File: src/rtl/bank_wb_ctrl.sv
// rtl/bank_wb_ctrl.sv - write-back controller with pending-write FIFO and read forwarding
module bank_wb_ctrl #(
   parameter  int DEPTH = 4,
   parameter  int AW    = 5,
   parameter  int DW    = 32,
   localparam int PW    = $clog2(DEPTH),
   localparam int CW    = PW + 1
) (
   input  logic          clk,
   input  logic          rst,
   input  logic          wr_valid,
   output logic          wr_ready,
   input  logic [AW-1:0] wr_addr,
   input  logic [DW-1:0] wr_data,
   input  logic          drain_en,
   input  logic [AW-1:0] Rd1,
   input  logic [AW-1:0] Rd2,
   output logic          hit1,
   output logic          hit2,
   output logic [DW-1:0] fwd1,
   output logic [DW-1:0] fwd2,
   output logic          Rw,
   output logic [AW-1:0] Dir,
   output logic [DW-1:0] DIn,
   output logic [CW-1:0] pend_cnt
);

   // pending-write storage; contents are don't-care after reset
   logic [AW-1:0] mem_addr_q [DEPTH];
   logic [DW-1:0] mem_data_q [DEPTH];

   logic [PW-1:0] head_q, head_d;
   logic [PW-1:0] tail_q, tail_d;
   logic [CW-1:0] count_q, count_d;

   // bank write port output stage
   logic          rw_q, rw_d;
   logic [AW-1:0] dir_q, dir_d;
   logic [DW-1:0] din_q, din_d;

   logic push;
   logic pop;

   // read-port lookup plumbing, indexed by port
   logic [AW-1:0] rd_sel [2];
   logic          hit_v  [2];
   logic [DW-1:0] fwd_v  [2];

   // ready depends only on registered occupancy, never on a same-cycle pop;
   // writes to register 0 are accepted but never enqueued
   assign wr_ready = (count_q < CW'(DEPTH));
   assign push     = wr_valid & wr_ready & (wr_addr != '0);
   assign pop      = drain_en & (count_q != '0);

   // next-state for pointers, occupancy and the bank write stage
   always_comb begin
      head_d  = head_q;
      tail_d  = tail_q;
      count_d = count_q + CW'(push) - CW'(pop);
      rw_d    = pop;
      dir_d   = dir_q;
      din_d   = din_q;
      if (push) begin
         tail_d = tail_q + PW'(1);
      end
      if (pop) begin
         head_d = head_q + PW'(1);
         dir_d  = mem_addr_q[head_q];
         din_d  = mem_data_q[head_q];
      end
   end

   // control state; reset discards all pending writes and the output stage
   always_ff @(posedge clk or posedge rst) begin
      if (rst) begin
         head_q  <= '0;
         tail_q  <= '0;
         count_q <= '0;
         rw_q    <= 1'b0;
         dir_q   <= '0;
         din_q   <= '0;
      end else begin
         head_q  <= head_d;
         tail_q  <= tail_d;
         count_q <= count_d;
         rw_q    <= rw_d;
         dir_q   <= dir_d;
         din_q   <= din_d;
      end
   end

   // FIFO entry write at the tail
   always_ff @(posedge clk) begin
      if (push) begin
         mem_addr_q[tail_q] <= wr_addr;
         mem_data_q[tail_q] <= wr_data;
      end
   end

   assign rd_sel[0] = Rd1;
   assign rd_sel[1] = Rd2;

   // forwarding search: scan oldest to youngest so the youngest match wins;
   // the output stage is older than every FIFO entry
   always_comb begin
      for (int k = 0; k < 2; k++) begin
         hit_v[k] = 1'b0;
         fwd_v[k] = '0;
         if (rd_sel[k] != '0) begin
            if (rw_q && (dir_q == rd_sel[k])) begin
               hit_v[k] = 1'b1;
               fwd_v[k] = din_q;
            end
            for (int i = 0; i < DEPTH; i++) begin
               if ((CW'(i) < count_q) &&
                   (mem_addr_q[head_q + PW'(i)] == rd_sel[k])) begin
                  hit_v[k] = 1'b1;
                  fwd_v[k] = mem_data_q[head_q + PW'(i)];
               end
            end
         end
      end
   end

   assign hit1     = hit_v[0];
   assign hit2     = hit_v[1];
   assign fwd1     = fwd_v[0];
   assign fwd2     = fwd_v[1];
   assign Rw       = rw_q;
   assign Dir      = dir_q;
   assign DIn      = din_q;
   assign pend_cnt = count_q;

endmodule

File: config.mk
export PLATFORM = sky130hd
export DESIGN_NAME = bank_wb_ctrl
export DESIGN_NICKNAME = d
export VERILOG_FILES = /design/src/rtl/bank_wb_ctrl.sv
export SDC_FILE = /design/constraint.sdc
export NUM_CORES = 1
export LEC_CHECK = 0
export BUFFER_PORTS_ARGS = -buffer_cell sky130_fd_sc_hd__buf_2
export CAP_MARGIN = 30
export CORE_UTILIZATION = 40
export CTS_BUF_LIST = sky130_fd_sc_hd__clkbuf_2 sky130_fd_sc_hd__clkbuf_4 sky130_fd_sc_hd__clkbuf_8
export CTS_CLUSTER_SIZE = 20
export DETAILED_ROUTE_END_ITERATION = 7
export PLACE_DENSITY_LB_ADDON = 0.3
export SYNTH_ARGS = -nofsm -noshare
export SYNTH_HDL_FRONTEND = slang
export SYNTH_SLANG_ARGS = --single-unit
export TNS_END_PERCENT = 100
File: constraint.sdc
create_clock -name clk -period 3.2 [get_ports clk]
set_input_delay 0 -clock clk [delete_from_list [all_inputs] [get_ports clk]]
set_output_delay 0 -clock clk [all_outputs]
set_load 0.02 [all_outputs]
### Word level (Yosys, flattened, before mapping)

Memory sizes are Yosys's and may differ from the RTL's.
Cells that the tools add are included.

* flip-flop bits (word level): 45
* bits in latches: 0
* memory bits (writable): 148
* ROM bits: 0
* bits of input ports: 51
* output and inout bits: 108
* word-level logic and storage cells: 72
* memories: 2

Memory list
* mem_data_q: depth 4, bits a word 32, read ports 4, clocked after memory_dff 0, write ports 1, RTL line 30 `logic [DW-1:0] mem_data_q [DEPTH];`
* mem_addr_q: depth 4, bits a word 5, read ports 4, clocked after memory_dff 0, write ports 1, RTL line 29 `logic [AW-1:0] mem_addr_q [DEPTH];`

* $add $sub $neg: 6
* multipliers: 0
* divide/modulo/power cells: 0
* $lt $le $gt $ge: 5
* equal/unequal tests: 10
* shift operators: 0
* multiplexer cells: 26
* bitwise logic cells: 3
* reduce and logical (&&, ||, !) cells: 14

Operators with widths (count)
* $mux 32: 12
* $eq 5x5->1: 10
* $reduce_bool 5->1: 3
* $mux 1: 14
* $logic_and 1x1->1: 10
* $lt 1x3->1 const A: 2
* $lt 2x3->1 const A: 2
* $add 2x1->2 const B: 2
* $add 2x2->2 const B: 2
* $add 3x1->3: 1
* $and 1x1->1: 3
* $lt 3x3->1 const B: 1
* $reduce_bool 3->1: 1
* $sub 3x1->3: 1

### Depth between registers and ports, before layout

Gate-level depths: netlist of the first run.

* depth in word-level cells: 8
* depth in mapped cells: 12
* depth with buffers taken out: 8

### Least setup slack after synthesis of the first run

Ideal clock, no wire load.

* path kind: register -> output
* start: reg head_q[1]
* end: out fwd2[10]
* arrival: 2.741 ns
* slack: 0.459 ns
* stages on the path, launching flop included: 12
* path buffers: 5
* cells stage by stage: dfrtp_1 > buf_4 > buf_6 > buf_4 > mux4_2 > xnor2_1 > nand2_1 > nor4_2 > or3b_1 > clkbuf_1 > clkbuf_1 > o221ai_1

* word-level cells in the longest chain between the ends: 8

RTL lines
* start: declaration: RTL line 32 `logic [PW-1:0] head_q, head_d;`
* start signal: assignment: RTL line 76 `head_q <= '0;`
* start signal: assignment: RTL line 83 `head_q <= head_d;`
* $add 2x1->2 or $mem_v2 4x5 (tied branches)
* $mem_v2 4x5 or $eq 5x5->1 (tied branches)
* $eq 5x5->1 or $logic_and 1x1->1 (tied branches): RTL line 116, 115
* $logic_and 1x1->1 or $mux 32 (tied branches): RTL line 115 `if ((CW'(i) < count_q) &&`
* $mux 32 (2 in a row): RTL line 115
* $mux 32 (*): RTL line 115
* $mux 32 (*): RTL line 109 `if (rd_sel[k] != '0) begin`
* end: declaration: RTL line 21 `output logic [DW-1:0] fwd2,`

Every way passes the cells marked *; elsewhere a longest branch is shown, timed or not.

### Final worst setup path of the first run

* start: reg head_q[1]
* end: out fwd1[31]

* word-level cells in the longest chain between the ends: 8

RTL lines
* $add 2x1->2 or $mem_v2 4x5 (tied branches)
* $mem_v2 4x5 or $eq 5x5->1 (tied branches)
* $eq 5x5->1 or $logic_and 1x1->1 (tied branches): RTL line 116, 115
* $logic_and 1x1->1 or $mux 32 (tied branches): RTL line 115
* $mux 32 (2 in a row): RTL line 115
* $mux 32 (*): RTL line 115
* $mux 32 (*): RTL line 109
* end: declaration: RTL line 20 `output logic [DW-1:0] fwd1,`

Marks and branches as above.

==> impl_metrics.env, run 1 <==
export IMPL_run_status="finished with violations"
export IMPL_violations="setup timing"
export IMPL_worstSetupStartpointType="flip-flop"
export IMPL_async_reset_ff_share_pct=23.32
export IMPL_cts_inserted_buffers=17
export IMPL_detail_route_drc_violations=0
export IMPL_firstDrtPassIters=6
export IMPL_core_region_area_um2=31640
export IMPL_avgSynthCellArea_um2=9.725
export IMPL_gp_congestion=0.9551
export IMPL_yosysWarningCount=0
export IMPL_grt_setup_unrepaired="yes"
export IMPL_tritoncts="built"
export IMPL_wirelength_mm=44.13
export IMPL_max_cap_violations=0
export IMPL_fp_dieArea_um2=32940
export IMPL_final_net_count=1584
export IMPL_crit_chain="buf_4 -> buf_6 -> mux2i_4 -> xor2_2 -> nand3_2 -> a2111oi_4 -> nor2b_2 -> buf_12 -> a221o_1 -> a31o_1 -> buf_2"
export IMPL_fillCellCount=2703
export IMPL_finalHoldWorstSlack_ps=131.3
export IMPL_cp_peak_stage_delay_ps=470
export IMPL_postSynthCellCount=1325
export IMPL_maxClockFrequency_mhz=287.7
export IMPL_area_growth_synth_to_final_pct=30.10
export IMPL_cts_root_buf="sky130_fd_sc_hd__clkbuf_8"
export IMPL_grt_start_max_net_pins=122
export IMPL_io_pin_count=159
export IMPL_max_stage_delay_cell_worst_path="sky130_fd_sc_hd__dfrtp_4"
export IMPL_clock_insertion_delay_worst_skew_ps=490
export IMPL_pwr_density_cell_nw_per_um2=952.3
export IMPL_drt_iter0_markers=1209
export IMPL_peakVddDrop_mv=0.4083
export IMPL_ys_seq_area_share_pct=43.23
export IMPL_dpl_worst_slack_ps=60.78
export IMPL_layout_cells_most_common="sky130_fd_sc_hd__nand2_1"
export IMPL_worst_pin_slew_ps=730.4
export IMPL_synth_seq_cells=193
export IMPL_io_buffer_count=158
export IMPL_routed_vias=11622
export IMPL_placementRows=65
export IMPL_timing_max_slew_rel_slack_pct=51.31
export IMPL_worstSetupPathType="flip-flop to output port"
export IMPL_synth_ff_type="sky130_fd_sc_hd__edfxtp_1"
export IMPL_via_count_of_the_first_global_routing_pass=11107
export IMPL_timing_hold_violations_final=0
export IMPL_report_final_setup_viol=65
export IMPL_syn_num_nets=1385
export IMPL_drive_gt1_share_pct=30.71
export IMPL_p_leak_nw=6.842
export IMPL_post_route_period_util_pct=108.6
export IMPL_ant_nets=0
export IMPL_htreeDepth=4
export IMPL_cp_data_arrival_time_ps=3480
export IMPL_die_x_um=181.5
export IMPL_crit_end_element="output port"
export IMPL_initial_utilization_pct=40.73
export IMPL_dp_hpwl_mm=27.67
export IMPL_crit_path_max_fanout=32
export IMPL_totalNegativeSetupSlack_ps=-11510
export IMPL_synth_enable_flop_cells=148
export IMPL_routed_via_density=5.988
export IMPL_post_synth_instance_area_um2=12890
export IMPL_total_non_filler_cell_area_in_the_finished_layout_um2=16760
export IMPL_antenna_found_initial=2
export IMPL_crit_required_ps=3200
export IMPL_wl_per_cell_um=22.73
export IMPL_fin_worst_skew_ps=20.98
export IMPL_worst_slack_ps=-275.7
export IMPL_final_max_slew_violation_count=0
export IMPL_clock_sink_count=193
export IMPL_mostFrequentLayoutCells="sky130_fd_sc_hd__nand2_1, sky130_fd_sc_hd__edfxtp_1, sky130_fd_sc_hd__mux2i_1"
export IMPL_grt_use_total_pct=26.27
export IMPL_die_height_um=181.5
export IMPL_hold_class="primary input to async pin"
export IMPL_layout_core_utilization_pct=52.99
export IMPL_postPlaceCellArea_um2=14290
export IMPL_clk_transition_reported_paths_ps=110
export IMPL_finalCriticalPeriod_ps=3476
export IMPL_global_route_overflow_total=0
export IMPL_cts_root_to_sink_buffers=2
export IMPL_first_pass_grt_wire_length_mm=66.05
export IMPL_synth_cell_type_count=51
## kinds of logic after synthesis
group	Yosys count	synth area share, %
DFF	193	43.23
xor gates and xnor gates	52	3.534
and+or+nand+nor	415	13.75
buffers and inverters	168	5.263
AOI/OAI and AO/OA	308	17.47
adders and majority gates	9	0.9322
muxes	180	15.83
## report_power, final
| group | switching (mW) | internal, mW |
|---|---|---|
| sequential | 0.522 | 3.28 |
| combinational | 6.12 | 4.27 |
| clock | 0.890 | 0.881 |
## worst paths after layout
path / startpoint / to / slack (ps) / depth (start not counted)
worst min register to register: DIn[30]$_DFFE_PP0P_ / DIn[30]$_DFFE_PP0P_ / 550 / 2
min in group clk: wr_data[9] / mem_data_q[3][9]$_DFFE_PP_ / 270 / 2
worst max-delay path: head_q[1]$_DFFE_PP0P_ / fwd1[31] / -280 / 11
worst min-delay path: rst / DIn[7]$_DFFE_PP0P_ / 130 / 3
worst max register to register: pend_cnt[0]$_DFF_PP0_ / pend_cnt[2]$_DFF_PP0_ / 760 / 7
max in group asynchronous: rst / DIn[27]$_DFFE_PP0P_ / 2210 / 4
## routing by layer
metal  part of all wire [%]  track usage, %
met1                     42           35.01
met2                     46           42.23
met5                      0               0
met3                    7.9           3.550
met4                    4.3           12.54
## synth_stat cells (12+ instances only)
cell type / instances / area [µm²]
sky130_fd_sc_hd__xor2_1: 19 / 166.4
sky130_fd_sc_hd__nand2_1: 269 / 1010
sky130_fd_sc_hd__dfrtp_1: 45 / 1126
sky130_fd_sc_hd__a311o_1: 22 / 220.2
sky130_fd_sc_hd__xnor2_1: 33 / 289.0
sky130_fd_sc_hd__buf_2: 17 / 85.08
sky130_fd_sc_hd__and2_1: 13 / 81.33
sky130_fd_sc_hd__mux2i_1: 116 / 1161
sky130_fd_sc_hd__nand3_1: 36 / 180.2
sky130_fd_sc_hd__o22ai_1: 55 / 344.1
sky130_fd_sc_hd__mux4_2: 14 / 315.3
sky130_fd_sc_hd__mux2_2: 50 / 563.0
sky130_fd_sc_hd__and3_1: 12 / 75.07
sky130_fd_sc_hd__nor2_1: 53 / 198.9
sky130_fd_sc_hd__o21ai_0: 75 / 375.4
sky130_fd_sc_hd__a31o_1: 54 / 473.0
sky130_fd_sc_hd__a21oi_1: 33 / 165.2
sky130_fd_sc_hd__inv_1: 46 / 172.7
sky130_fd_sc_hd__clkbuf_1: 85 / 319.1
sky130_fd_sc_hd__edfxtp_1: 148 / 4444
sky130_fd_sc_hd__a221o_1: 32 / 320.3
sky130_fd_sc_hd__buf_1: 13 / 48.80
## state kept, by name (all words and copies together) (netlist names)
| signal | flops |
|---|---|
| mem_addr_q | 20 |
| Rw | 1 |
| Dir | 5 |
| DIn | 32 |
| pend_cnt | 3 |
| mem_data_q | 128 |
| tail_q | 2 |
| head_q | 2 |
## critical path: cells and delay by family (launching register included)
kind | cells | cell delay (ps)
buf+inv | 4 | 660
simple gates | 2 | 240
compound gates | 3 | 1070
xor+xnor | 1 | 230
flops | 1 | 470
mux | 1 | 330
## metrics by stage
step / power (mW) / cells
4_1_cts: 15.44 / 1923
3_3_place_gp: 12.32 / 1817
5_1_grt: 16.83 / 1940
3_5_place_dp: 12.44 / 1819
2_1_floorplan: 9.870 / 1325
6_report: 15.97 / 1941
## repair_timing
| item | CTS | global route |
|---|---|---|
| resized for setup | 180 | 44 |
| buffers inserted | 26 | 13 |
| pin swaps | 12 | 13 |
| endpoints found under the hold margin | 175 | 0 |
| hold buffers | 40 | 0 |
| cloned | 7 | 3 |
| endpoints found under the setup margin | 66 | 66 |
## layout make-up
type / count / area (µm²) / share of cell area [%]
inverters: 48 / 182.7 / 1.090
clock inverters: 11 / 163.9 / 0.9777
multi-input cells: 964 / 7338 / 43.77
diodes: 2 / 5.005 / 0.02985
repair buffers: 300 / 2730 / 16.28
clock buffers: 21 / 264.0 / 1.575
well taps: 402 / 503.0 / 3.000
flip-flops and latches: 193 / 5578 / 33.27
Power figures use the tool's default switching activity.
==> inputs of run 2 (changes only) <==
--- a/config.mk
+++ b/config.mk
@@ -7,7 +7,7 @@
 export LEC_CHECK = 0
 export BUFFER_PORTS_ARGS = -buffer_cell sky130_fd_sc_hd__buf_2
 export CAP_MARGIN = 30
-export CORE_UTILIZATION = 40
+export CORE_UTILIZATION = 46
 export CTS_BUF_LIST = sky130_fd_sc_hd__clkbuf_2 sky130_fd_sc_hd__clkbuf_4 sky130_fd_sc_hd__clkbuf_8
 export CTS_CLUSTER_SIZE = 20
 export DETAILED_ROUTE_END_ITERATION = 7
==> impl_metrics.env, run 2 (same netlist as run 1, synthesis figures left out) <==
export IMPL_fin_worst_skew_ps=14.93
export IMPL_clock_sink_count=193
export IMPL_grt_start_max_net_pins=70
export IMPL_fillCellCount=2128
export IMPL_cts_inserted_buffers=17
export IMPL_drive_gt1_share_pct=31.37
export IMPL_switching_share_pct=47.43
export IMPL_largest_register_ff_count=128
export IMPL_clk_transition_reported_paths_ps=90
export IMPL_max_cap_violations=0
export IMPL_area_growth_synth_to_final_pct=30.45
export IMPL_maxClockFrequency_mhz=296.6
export IMPL_routed_via_density=6.279
export IMPL_postPlaceCellArea_um2=14240
export IMPL_crit_path_max_fanout=8
export IMPL_crit_reg2reg_capture="pend_cnt[2]$_DFF_PP0_"
export IMPL_finalCriticalPeriod_ps=3372
export IMPL_die_x_um=169.4
export IMPL_tritoncts="built"
export IMPL_crit_end_element="output port"
export IMPL_top_register="mem_data_q"
export IMPL_detail_route_drc_violations=0
export IMPL_dp_hpwl_mm=26.32
export IMPL_routed_vias=11942
export IMPL_timing_max_slew_rel_slack_pct=41.14
export IMPL_mostFrequentLayoutCells="sky130_fd_sc_hd__nand2_1, sky130_fd_sc_hd__edfxtp_1, sky130_fd_sc_hd__mux2i_1"
export IMPL_global_route_overflow_total=0
export IMPL_report_final_setup_viol=65
export IMPL_clock_insertion_delay_worst_skew_ps=480
export IMPL_grt_use_total_pct=29.01
export IMPL_fp_dieArea_um2=28690
export IMPL_violations="setup timing"
export IMPL_power_net_switching_mw=7.599
export IMPL_first_pass_grt_wire_length_mm=64.07
export IMPL_worst_slack_ps=-171.7
export IMPL_cts_root_to_sink_buffers=2
export IMPL_power_clock_fraction_pct=10.2
export IMPL_die_height_um=169.4
export IMPL_power_share_combinational_pct=66.1
export IMPL_worstRegToRegCells=7
export IMPL_post_route_period_util_pct=105.4
export IMPL_placementRows=60
export IMPL_total_non_filler_cell_area_in_the_finished_layout_um2=16810
export IMPL_cellInternalPower_mw=8.424
export IMPL_cp_peak_stage_delay_ps=580
export IMPL_pwr_density_cell_nw_per_um2=953.2
export IMPL_wl_per_cell_um=23.09
export IMPL_cp_top_family="simple AND/OR/NAND/NOR gates"
export IMPL_io_buffer_count=158
export IMPL_finalHoldWorstSlack_ps=67.72
export IMPL_final_max_slew_violation_count=0
export IMPL_htreeDepth=4
export IMPL_grt_setup_unrepaired="yes"
export IMPL_crit_chain="buf_6 -> mux4_2 -> xnor2_1 -> nand4_1 -> nor2_2 -> or4_4 -> buf_12 -> o22ai_2 -> a31o_1 -> buf_6"
export IMPL_max_stage_delay_cell_worst_path="sky130_fd_sc_hd__or4_4"
export IMPL_r2r_start="pend_cnt[0]$_DFF_PP0_"
export IMPL_wirelength_mm=43.92
export IMPL_worstSetupStartpointType="flip-flop"
export IMPL_holdCritStartpoint="wr_valid"
export IMPL_gp_congestion=0.9276
export IMPL_cts_root_buf="sky130_fd_sc_hd__clkbuf_8"
export IMPL_firstDrtPassIters=6
export IMPL_core_region_area_um2=27250
export IMPL_antenna_found_initial=0
export IMPL_sequentialPowerShare_pct=23.7
export IMPL_timing_hold_violations_final=0
export IMPL_hold_class="primary input to flip-flop"
export IMPL_timing_critical_path_buf_inv=3
export IMPL_drt_iter0_markers=1396
export IMPL_io_pin_count=159
export IMPL_via_count_of_the_first_global_routing_pass=11620
export IMPL_peakVddDrop_mv=0.6543
export IMPL_run_status="finished with violations"
export IMPL_cp_data_arrival_time_ps=3370
export IMPL_crit_required_ps=3200
export IMPL_p_leak_nw=6.806
export IMPL_ant_nets=0
export IMPL_layout_cells_most_common="sky130_fd_sc_hd__nand2_1"
export IMPL_initial_utilization_pct=47.29
export IMPL_dpl_worst_slack_ps=50.24
export IMPL_endpoint_of_the_worst_hold_path="tail_q[0]$_DFFE_PP0P_"
export IMPL_worstSetupPathType="flip-flop to output port"
export IMPL_antenna_cells=0
export IMPL_reg2reg_slack_ps=760
export IMPL_worst_pin_slew_ps=882.9
export IMPL_final_net_count=1577
export IMPL_whs_path_depth=3
export IMPL_timing_critical_path_mode_cell="sky130_fd_sc_hd__buf_6"
-- run 2: worst reg2reg max path, delay by kind of cell (launching register included) --
family	cells	cell delay [ps]
buffers and inverters	2	440
adder cells (fa/ha/maj)	3	1030
XOR/XNOR	1	140
AO/OA/AOI/OAI	1	270
flip-flops	1	440
-- run 2: per-stage QoR --
| step | utilization [%] | cells | TNS (ps) | total power [mW] |
|---|---|---|---|---|
| after floorplan | - | 1325 | 0 | 9.870 |
| after global placement | 52.25 | 1785 | 0 | 12.15 |
| after detailed placement | 52.25 | 1785 | 0 | 12.29 |
| after CTS | 59.25 | 1884 | -2413 | 15.14 |
| after global routing | 61.69 | 1902 | -14210 | 16.82 |
| final | 61.69 | 1902 | -8024 | 16.02 |
-- run 2: how the worst max path moves through the flow --
| stage | from | to | slack [ps] | depth (start not counted) |
|---|---|---|---|---|
| global route | head_q[1]$_DFFE_PP0P_ | fwd1[19] | -270 | 10 |
| CTS | head_q[0]$_DFFE_PP0P_ | fwd2[27] | -90 | 10 |
| finish | head_q[1]$_DFFE_PP0P_ | fwd1[19] | -170 | 10 |
| floorplan | head_q[1]$_DFFE_PP0P_ | fwd2[10] | 460 | 11 |
| global placement | head_q[1]$_DFFE_PP0P_ | fwd2[11] | 90 | 11 |
| detailed placement | head_q[1]$_DFFE_PP0P_ | fwd2[11] | 50 | 11 |
-- run 2: routing by layer --
metal,global-route usage [%],wire length [µm]
met1,38.21,17290
met4,14.92,2082
met3,4.454,3965
met5,0,0
met2,46.41,20580
-- run 2: timing repair --
item	4_1_cts	5_1_grt
endpoints found under the hold margin	182	0
cloned	4	6
gates resized for setup	181	88
hold buffers	39	0
endpoints found under the setup margin	66	66
setup buffers	25	13
pin swaps	11	36
-- run 2: final cells by class --
class	count	area (µm²)	area share, %
multi-input combinational	964	7427	44.18
sequential	193	5578	33.18
timing repair buffer	293	2765	16.45
tap	372	465.4	2.769
clock buffer	19	249.0	1.481
inverter	48	185.2	1.102
clock inverter	13	140.1	0.8336
-- run 2: power groups by stage --
stage               clock [mW]  combinational, mW  sequential [mW]
detailed placement           0               8.43             3.86
finish                    1.63               10.6             3.80
floorplan                    0               5.90             3.97
CTS                       1.63               9.74             3.76
global placement             0               8.31             3.84
global route              1.73               11.2             3.85
==> inputs of run 3 (changes only) <==
--- a/config.mk
+++ b/config.mk
@@ -7,7 +7,8 @@
 export LEC_CHECK = 0
 export BUFFER_PORTS_ARGS = -buffer_cell sky130_fd_sc_hd__buf_2
 export CAP_MARGIN = 30
-export CORE_UTILIZATION = 46
+export CORE_ASPECT_RATIO = 0.6
+export CORE_UTILIZATION = 35
 export CTS_BUF_LIST = sky130_fd_sc_hd__clkbuf_2 sky130_fd_sc_hd__clkbuf_4 sky130_fd_sc_hd__clkbuf_8
 export CTS_CLUSTER_SIZE = 20
 export DETAILED_ROUTE_END_ITERATION = 7
==> impl_metrics.env, run 3 (same netlist as run 1, synthesis figures left out) <==
export IMPL_run_status="finished with violations"
export IMPL_violations="setup timing"
export IMPL_max_cap_violations=0
export IMPL_cp_top_family="buffers and inverters"
export IMPL_cp_peak_stage_delay_ps=610
export IMPL_routed_vias=11941
export IMPL_switching_share_pct=48.55
export IMPL_place_inst=1886
export IMPL_drive_gt1_share_pct=33.18
export IMPL_timing_critical_path_buf_inv=6
export IMPL_crit_required_ps=3200
export IMPL_antenna_found_initial=4
export IMPL_gp_congestion=0.9325
export IMPL_power_clock_fraction_pct=10.5
export IMPL_wl_per_cell_um=24.49
export IMPL_power_share_combinational_pct=67.0
export IMPL_via_count_of_the_first_global_routing_pass=11142
export IMPL_drt_iter0_markers=1447
export IMPL_clock_insertion_delay_worst_skew_ps=520
export IMPL_tritoncts="built"
export IMPL_total_non_filler_cell_area_in_the_finished_layout_um2=17340
export IMPL_totalPowerFinal_mw=16.80
export IMPL_post_route_period_util_pct=109.4
export IMPL_largest_register_ff_count=128
export IMPL_die_x_um=249.7
export IMPL_maxClockFrequency_mhz=285.7
export IMPL_layout_core_utilization_pct=47.78
export IMPL_dp_hpwl_mm=28.12
export IMPL_crit_end_element="output port"
export IMPL_top_register="mem_data_q"
export IMPL_finalCriticalPeriod_ps=3500
export IMPL_hold_class="primary input to async pin"
export IMPL_timing_critical_path_mode_cell="sky130_fd_sc_hd__buf_12"
export IMPL_fp_dieArea_um2=37610
export IMPL_htreeDepth=4
export IMPL_cts_inserted_buffers=17
export IMPL_final_cell_count_no_fill=2009
export IMPL_postPlaceCellArea_um2=14350
export IMPL_cts_root_buf="sky130_fd_sc_hd__clkbuf_8"
export IMPL_fillCellCount=3220
export IMPL_max_stage_delay_cell_worst_path="sky130_fd_sc_hd__or4_4"
export IMPL_report_final_setup_viol=66
export IMPL_mostFrequentLayoutCells="sky130_fd_sc_hd__nand2_1, sky130_fd_sc_hd__edfxtp_1, sky130_fd_sc_hd__mux2i_1"
export IMPL_clk_transition_reported_paths_ps=120
export IMPL_final_net_count=1578
export IMPL_cellInternalPower_mw=8.642
export IMPL_worst_slack_ps=-300.4
export IMPL_io_pin_count=159
export IMPL_cp_data_arrival_time_ps=3500
export IMPL_routed_via_density=5.944
export IMPL_worst_pin_slew_ps=816.0
export IMPL_clock_sink_count=193
export IMPL_pwr_density_cell_nw_per_um2=969.0
export IMPL_crit_chain="buf_12 -> buf_4 -> buf_12 -> inv_12 -> mux2_2 -> o21a_1 -> or4_4 -> clkbuf_16 -> o22ai_2 -> a31o_1 -> buf_6"
export IMPL_global_route_overflow_total=0
export IMPL_firstDrtPassIters=6
export IMPL_grt_start_max_net_pins=130
export IMPL_grt_setup_unrepaired="yes"
export IMPL_first_pass_grt_wire_length_mm=69.99
export IMPL_power_net_switching_mw=8.156
export IMPL_cts_root_to_sink_buffers=2
export IMPL_initial_utilization_pct=35.52
export IMPL_worstSetupPathType="flip-flop to output port"
export IMPL_timing_hold_violations_final=0
export IMPL_layout_cells_most_common="sky130_fd_sc_hd__nand2_1"
export IMPL_sequentialPowerShare_pct=22.5
export IMPL_ant_nets=0
export IMPL_worstSetupStartpointType="flip-flop"
export IMPL_detail_route_drc_violations=0
export IMPL_peakVddDrop_mv=0.8159
export IMPL_timing_max_slew_rel_slack_pct=45.60
export IMPL_fin_worst_skew_ps=19.22
export IMPL_io_buffer_count=158
export IMPL_core_region_area_um2=36280
export IMPL_grt_use_total_pct=25.01
export IMPL_crit_path_max_fanout=33
export IMPL_die_height_um=150.6
export IMPL_area_growth_synth_to_final_pct=34.53
export IMPL_finalHoldWorstSlack_ps=165.8
export IMPL_placementRows=54
export IMPL_final_max_slew_violation_count=0
export IMPL_wirelength_mm=49.21
export IMPL_p_leak_nw=6.947
-- run 3: cell types whose count changed in the layout (fill, tap and decap cells not counted), moves of 5 or more --
cell and change:
sky130_fd_sc_hd__o22ai_1 -8, sky130_fd_sc_hd__a31o_1 -6, sky130_fd_sc_hd__a31o_4 +6, sky130_fd_sc_hd__buf_16 +5, sky130_fd_sc_hd__buf_4 -15, sky130_fd_sc_hd__buf_6 +17
-- run 3: path summary, 6_finish.rpt --
path                                       start                    endpoint  slack [ps]  depth (start not counted)
min                                          rst                Rw$_DFF_PP0_         170                          3
min in group clk                      wr_data[9]  mem_data_q[1][9]$_DFFE_PP_         240                          2
max reg2reg                head_q[0]$_DFFE_PP0P_         DIn[31]$_DFFE_PP0P_         930                          7
max in group asynchronous                    rst       pend_cnt[2]$_DFF_PP0_        2200                          4
min reg2reg                  DIn[14]$_DFFE_PP0P_         DIn[14]$_DFFE_PP0P_         550                          2
max                        head_q[0]$_DFFE_PP0P_                     fwd1[0]        -300                         11
-- run 3: cell type report --
class	instances	area (µm²)	share of cell area, %
inverters	48	192.7	1.112
clock inverters	13	167.7	0.9672
flip-flops and latches	193	5579	32.18
well taps	476	595.6	3.436
repair buffers	294	2864	16.52
clock buffers	19	261.5	1.508
multi-input cells	964	7670	44.24
diodes	2	5.005	0.02887
-- run 3: routing by layer --
layer,global-route usage [%],routed length (µm)
met2,36.13,20690
met1,34.52,21400
met5,0,27
met3,7.988,5280
met4,9.938,1813
-- run 3: through the flow --
step / setup slack, ps / setup TNS, ps
final: -300.4 / -14040
after global placement: 109.3 / 0
after CTS: -248.3 / -10790
after detailed placement: 106.5 / 0
after floorplan: 458.9 / 0
after global routing: -372.1 / -20480
-- run 3: repair_timing --
action                     4_1_cts  5_1_grt
hold buffers                    40        0
setup endpoints to repair       66       66
pin swaps                       16       14
cloned                           7        6
resized for setup              249       81
buffers inserted                24       15
hold endpoints to repair       178        0
-- run 3: worst min-delay path: cells and delay by family --
kind	cells	cell delay, ps
buf+inv	3	1200
-- run 3: power by group through the flow --
stage	clock network, mW	logic [mW]	registers, mW
finish	1.77	11.3	3.77
global route	1.89	11.9	3.83
CTS	1.80	10.4	3.75
detailed placement	0	8.70	3.86
global placement	0	8.61	3.84
floorplan	0	5.90	3.97
